==> src/rtl/demosaic_pkg.sv <==
// Shared types for the demosaic frame controller: sequencer states and
// error codes reported to the system controller.
package demosaic_pkg;

  typedef enum logic [1:0] {
    IDLE   = 2'd0,
    ARM    = 2'd1,
    INGEST = 2'd2,
    DRAIN  = 2'd3
  } state_e;

  localparam logic [1:0] ERR_NONE    = 2'd0;
  localparam logic [1:0] ERR_SHORT   = 2'd1;
  localparam logic [1:0] ERR_OVERRUN = 2'd2;
  localparam logic [1:0] ERR_TIMEOUT = 2'd3;

endpackage

==> src/rtl/demosaic_frame_ctrl.sv <==
// Frame sequencer in front of demosaic: admits whole camera frames on a vsync
// edge, forwards pixels with one cycle of latency and waits for the RGB drain.
module demosaic_frame_ctrl
  import demosaic_pkg::*;
#(
  parameter int DISP_WIDTH    = 640,
  parameter int DISP_HIGHT    = 480,
  parameter int DRAIN_TIMEOUT = 4096
) (
  input  logic        clk,
  input  logic        rst_n,
  input  logic        cfg_enable,
  input  logic        cam_vsync,
  input  logic        data_in_valid,
  input  logic [7:0]  data_in,
  output logic        dm_vsync,
  output logic        dm_valid,
  output logic [7:0]  dm_data,
  input  logic        dm_out_valid,
  output logic        busy,
  output logic        frame_start,
  output logic        frame_done,
  output logic        frame_err,
  output logic [1:0]  err_code,
  output logic [15:0] frame_cnt
);

  localparam int NPIX = DISP_WIDTH * DISP_HIGHT;
  localparam int XW   = (DISP_WIDTH > 1) ? $clog2(DISP_WIDTH) : 1;
  localparam int YW   = (DISP_HIGHT > 1) ? $clog2(DISP_HIGHT) : 1;
  localparam int CW   = $clog2(NPIX + 1);
  localparam int TW   = $clog2(DRAIN_TIMEOUT + 1);

  localparam logic [XW-1:0] X_LAST = XW'(DISP_WIDTH - 1);
  localparam logic [YW-1:0] Y_LAST = YW'(DISP_HIGHT - 1);
  localparam logic [CW-1:0] C_LAST = CW'(NPIX - 1);
  localparam logic [TW-1:0] T_LAST = TW'(DRAIN_TIMEOUT - 1);

  state_e          state_q;
  logic            vs_q;
  logic [XW-1:0]   x_q;
  logic [YW-1:0]   y_q;
  logic [CW-1:0]   out_cnt_q;
  logic [TW-1:0]   idle_q;
  logic            ovr_q;
  logic            dm_vsync_q;
  logic            dm_valid_q;
  logic [7:0]      dm_data_q;
  logic            busy_q;
  logic            start_q;
  logic            done_q;
  logic            err_q;
  logic [1:0]      err_code_q;
  logic [15:0]     frame_cnt_q;

  logic vs_rise;
  logic px_last;
  logic drain_done;
  logic drain_tout;

  assign vs_rise    = cam_vsync & ~vs_q;
  assign px_last    = (x_q == X_LAST) && (y_q == Y_LAST);
  assign drain_done = dm_out_valid && (out_cnt_q == C_LAST);
  assign drain_tout = !dm_out_valid && (idle_q == T_LAST);

  always_ff @(posedge clk or negedge rst_n) begin
    if (!rst_n) begin
      state_q     <= IDLE;
      vs_q        <= 1'b0;
      x_q         <= '0;
      y_q         <= '0;
      out_cnt_q   <= '0;
      idle_q      <= '0;
      ovr_q       <= 1'b0;
      dm_vsync_q  <= 1'b0;
      dm_valid_q  <= 1'b0;
      dm_data_q   <= 8'd0;
      busy_q      <= 1'b0;
      start_q     <= 1'b0;
      done_q      <= 1'b0;
      err_q       <= 1'b0;
      err_code_q  <= ERR_NONE;
      frame_cnt_q <= 16'd0;
    end else begin
      // The edge register tracks vsync in every state, so an edge seen while
      // idle or draining is consumed and never admits a frame later.
      vs_q       <= cam_vsync;
      dm_vsync_q <= (state_q != IDLE) && cam_vsync;
      dm_valid_q <= 1'b0;
      start_q    <= 1'b0;
      done_q     <= 1'b0;
      err_q      <= 1'b0;

      case (state_q)
        IDLE: begin
          if (cfg_enable) state_q <= ARM;
        end

        ARM: begin
          if (!cfg_enable) begin
            state_q <= IDLE;
          end else if (vs_rise) begin
            state_q <= INGEST;
            start_q <= 1'b1;
            busy_q  <= 1'b1;
            x_q     <= '0;
            y_q     <= '0;
            ovr_q   <= 1'b0;
          end
        end

        INGEST: begin
          if (vs_rise) begin
            // Short frame: the same edge restarts capture when still enabled.
            err_q      <= 1'b1;
            err_code_q <= ERR_SHORT;
            x_q        <= '0;
            y_q        <= '0;
            ovr_q      <= 1'b0;
            if (cfg_enable) begin
              start_q <= 1'b1;
            end else begin
              state_q <= IDLE;
              busy_q  <= 1'b0;
            end
          end else if (data_in_valid) begin
            dm_valid_q <= 1'b1;
            dm_data_q  <= data_in;
            if (x_q == X_LAST) begin
              x_q <= '0;
              y_q <= y_q + 1'b1;
            end else begin
              x_q <= x_q + 1'b1;
            end
            if (px_last) begin
              state_q   <= DRAIN;
              out_cnt_q <= '0;
              idle_q    <= '0;
            end
          end
        end

        DRAIN: begin
          if (data_in_valid && !ovr_q) begin
            ovr_q      <= 1'b1;
            err_q      <= 1'b1;
            err_code_q <= ERR_OVERRUN;
          end
          if (dm_out_valid) begin
            out_cnt_q <= out_cnt_q + 1'b1;
            idle_q    <= '0;
          end else begin
            idle_q <= idle_q + 1'b1;
          end
          if (drain_done || drain_tout) begin
            state_q <= cfg_enable ? ARM : IDLE;
            busy_q  <= 1'b0;
            if (drain_done) begin
              done_q      <= 1'b1;
              frame_cnt_q <= frame_cnt_q + 16'd1;
            end else begin
              err_q      <= 1'b1;
              err_code_q <= ERR_TIMEOUT;
            end
          end
        end

        default: state_q <= IDLE;
      endcase
    end
  end

  assign dm_vsync    = dm_vsync_q;
  assign dm_valid    = dm_valid_q;
  assign dm_data     = dm_data_q;
  assign busy        = busy_q;
  assign frame_start = start_q;
  assign frame_done  = done_q;
  assign frame_err   = err_q;
  assign err_code    = err_code_q;
  assign frame_cnt   = frame_cnt_q;

endmodule

==> config.mk <==
export PLATFORM = sky130hd
export DESIGN_NAME = demosaic_frame_ctrl
export DESIGN_NICKNAME = d
export VERILOG_FILES = /design/src/rtl/demosaic_pkg.sv /design/src/rtl/demosaic_frame_ctrl.sv
export SDC_FILE = /design/constraint.sdc
export NUM_CORES = 1
export LEC_CHECK = 0
export CAP_MARGIN = 10
export CORE_MARGIN = 4
export CORE_UTILIZATION = 57
export DETAILED_ROUTE_END_ITERATION = 10
export PLACE_DENSITY = 0.8
export REMOVE_ABC_BUFFERS = 1
export SYNTH_ARGS = -nofsm -noshare
export SYNTH_HDL_FRONTEND = slang
export SYNTH_SLANG_ARGS = --single-unit
==> constraint.sdc <==
create_clock -name clk -period 3 [get_ports clk]
set_clock_uncertainty 0.2 [all_clocks]
set_input_delay 0.3 -clock clk [delete_from_list [all_inputs] [get_ports clk]]
set_output_delay 0.3 -clock clk [all_outputs]
set_load 0.005 [all_outputs]
==> results.json <==
{
  "status": "finished, final reports clean",
  "maxSlewViolCount": 0,
  "rsz0062_at_grt": "no",
  "syn_area_per_cell_um2": 9.76,
  "vias_per_cell": 6.01,
  "async_reset_ff_share_pct": 100,
  "gr-total-overflow": 0,
  "finalHoldViolations": 0,
  "grt_pass1_wl_mm": 17.0,
  "worstPathRequired_ns": 3.04,
  "synth_ff_type": "dfrtp_1",
  "drv_cap": 0,
  "setup_viol": 0,
  "cp-start-kind": "register",
  "design_area_mm2": 0.00532,
  "min_period_ns": 2.58,
  "hp-class": "register to register",
  "routabilityCongestion": 0.851,
  "critPathLaunch": "idle_q[0]",
  "syn_area_mm2": 0.00455,
  "synthTopCellsByCount": "dfrtp_1 (87), nand2_1 (46), nor2_1 (38), o21ai_0 (36), nand3_1 (23)",
  "worstSetupEndpointType": "register",
  "n_fill_cell": 611,
  "power_mw": 3.06,
  "reg2reg_slack_ns": 0.42,
  "clk_latency_ns": 0.35,
  "multi_input_area_mm2": 0.00221,
  "fin_crit_sh_pct": 86.2,
  "dpl_cell_area_mm2": 0.00511,
  "peakVddDrop_uv": 468,
  "grt_max_degree": 51,
  "hold_ws_ns": 0.275,
  "cts_buffers": 9,
  "ys_warn_count": 0,
  "ys_types": 63,
  "clk_pin_slew_ns": 0.08,
  "nets": 539,
  "grt_pass1_vias": 3763,
  "worst_pin_slew_ns": 0.634,
  "stdcell_count": 622,
  "antenna_found_initial": 0,
  "wl_mm": 9.68,
  "crit_end": "state_q[1]",
  "cts_root_buf": "clkbuf_8",
  "final_util_pct": 68.8,
  "synth_enable_flop_cells": 0,
  "seqCellArea_mm2": 0.00218,
  "drc": 0,
  "worstPathArrival_ns": 2.62,
  "path_max_fanout": 4,
  "p_per_area_mw_per_mm2": 575,
  "core_mm2": 0.00773,
  "netlist.area_leader.share_pct": 47.9,
  "rows": 32,
  "drive_gt1_share_pct": 10.8,
  "place_inst": 606,
  "diodes": 0,
  "ys_seq_elements": 87,
  "fin_setup_tns_ns": 0,
  "drtIter0Drc": 189,
  "clockBufferDepth": 2,
  "die_h_um": 97.3,
  "routed-via-count": 3739,
  "hpwl_mm": 6.82,
  "critical_path_class": "register to register",
  "yosys.cell_count.top_type": "dfrtp_1",
  "wire_per_inst_um": 15.6,
  "ys_seq_area_share_pct": 47.9,
  "dp_slack_ns": 0.383,
  "ant_nets": 0,
  "cts_tree": "built",
  "max_freq_mhz": 387,
  "die-area_mm2": 0.00947,
  "slew_headroom_pct": 57.3,
  "synth.area.top_cells": "dfrtp_1 (48%), o21ai_0 (4.0%), xnor2_1 (3.9%), nand2_1 (3.8%), nor2_1 (3.1%)",
  "cts.sinks": 87,
  "fin_ws_ns": 0.415,
  "ctsHtreeMaxLevel": 3,
  "p_leak_nw": 2.29,
  "r2r-end": "state_q[1]",
  "synth_cells": 466,
  "start_util_pct": 58.8,
  "io_pins": 46,
  "synth_area_leader_cell": "dfrtp_1",
  "area_delta_synth_final_pct": 16.9,
  "regToRegStartpoint": "idle_q[0]",
  "r2r_cells": 6,
  "first_pass_iters": 4,
  "die_w_um": 97.3,
  "port_buffers": 45,
  "track_usage_pct": 21.7
}
-- layout make-up --
cell class	instances	share of cell area, %
multi-input cells	347	41.6
flip-flops and latches	87	41.0
repair buffers	59	10.4
clock buffers	12	2.92
well taps	102	2.40
inverters	12	0.847
clock inverters	3	0.800
-- flip-flops by register name (all words and copies together) (netlist names) --
register     cells
out_cnt_q       19
frame_start      1
dm_valid         1
y_q              9
err_code         2
dm_vsync         1
frame_err        1
frame_cnt       16
ovr_q            1
busy             1
frame_done       1
state_q          2
vs_q             1
x_q             10
idle_q          13
dm_data          8
-- what timing repair did --
action,4_1_cts,5_1_grt
resized for setup,0,0
hold buffers,1,0
endpoints found under the hold margin,48,0
setup buffers,0,0
-- how the worst min path moves through the flow --
stage / startpoint / to / slack, ns / depth (start not counted)
after detailed placement: rst_n / idle_q[3] / 0.17 / 1
after global placement: rst_n / idle_q[0] / 0.16 / 1
after CTS: idle_q[12] / idle_q[12] / 0.28 / 1
final: frame_cnt[15] / frame_cnt[15] / 0.27 / 1
after global routing: idle_q[7] / idle_q[7] / 0.30 / 1
after floorplan: rst_n / busy / -0.20 / 0
-- worst max-delay path: stages (launching register included) --
cell and delay, ns:
dfrtp_1 0.40, ha_1 0.23, nand4_1 0.24, o41ai_2 0.56, a21oi_1 0.13, nor3_1 0.34, mux2_2 0.37
-- power breakdown --
part	total [mW]	leakage (nW)	internal (mW)	switching, mW
clock network	0.827	0.0985	0.425	0.401
registers	1.40	1.19	1.30	0.0982
logic	0.830	1.00	0.398	0.432
total	3.06	2.29	2.12	0.931
-- per-layer routing --
| metal | share of wire, % | global-route usage (%) | wire length [um] | vias to the layer above |
|---|---|---|---|---|
| met5 | 0 | 0 | 0 | - |
| met4 | 1.5 | 6.82 | 145 | 0 |
| li1 | - | - | - | 1794 |
| met3 | 5.3 | 6.25 | 511 | 12 |
| met2 | 50 | 36.0 | 4800 | 80 |
| met1 | 44 | 27.4 | 4230 | 1853 |
-- placed cells by master (no fill, tap or decap), types with 3 or more instances in the layout --
cell type	n
a22o_1	6
o21ai_0	36
dfrtp_1	87
nand4_1	14
or3_1	4
o41ai_1	3
and2_1	5
or4_1	6
buf_4	14
nor2b_1	4
and4_1	3
nor3_1	11
clkbuf_8	11
clkdlybuf4s50_1	44
nor2_1	38
nor4_1	6
ha_1	9
a21oi_1	19
xor2_1	6
nand2_1	46
a31oi_1	6
mux2_2	11
inv_1	12
nand2b_1	8
xnor2_1	20
and3_1	7
or2_2	4
nand3_1	23
o31ai_1	12
-- cells by family (layout without fill, tap and decap cells) --
kind of cell | Yosys count | in the layout | synth area share, %
adder cells (fa/ha/maj) | 9 | 9 | 2.48
flip-flops | 87 | 87 | 47.9
AND/OR/NAND/NOR | 200 | 200 | 24.1
buffers and inverters | 32 | 86 | 3.44
AO/OA/AOI/OAI | 100 | 100 | 14.1
multiplexers | 12 | 12 | 2.94
XOR/XNOR | 26 | 26 | 5.01
Note: power is estimated with default switching activity, not from simulation.
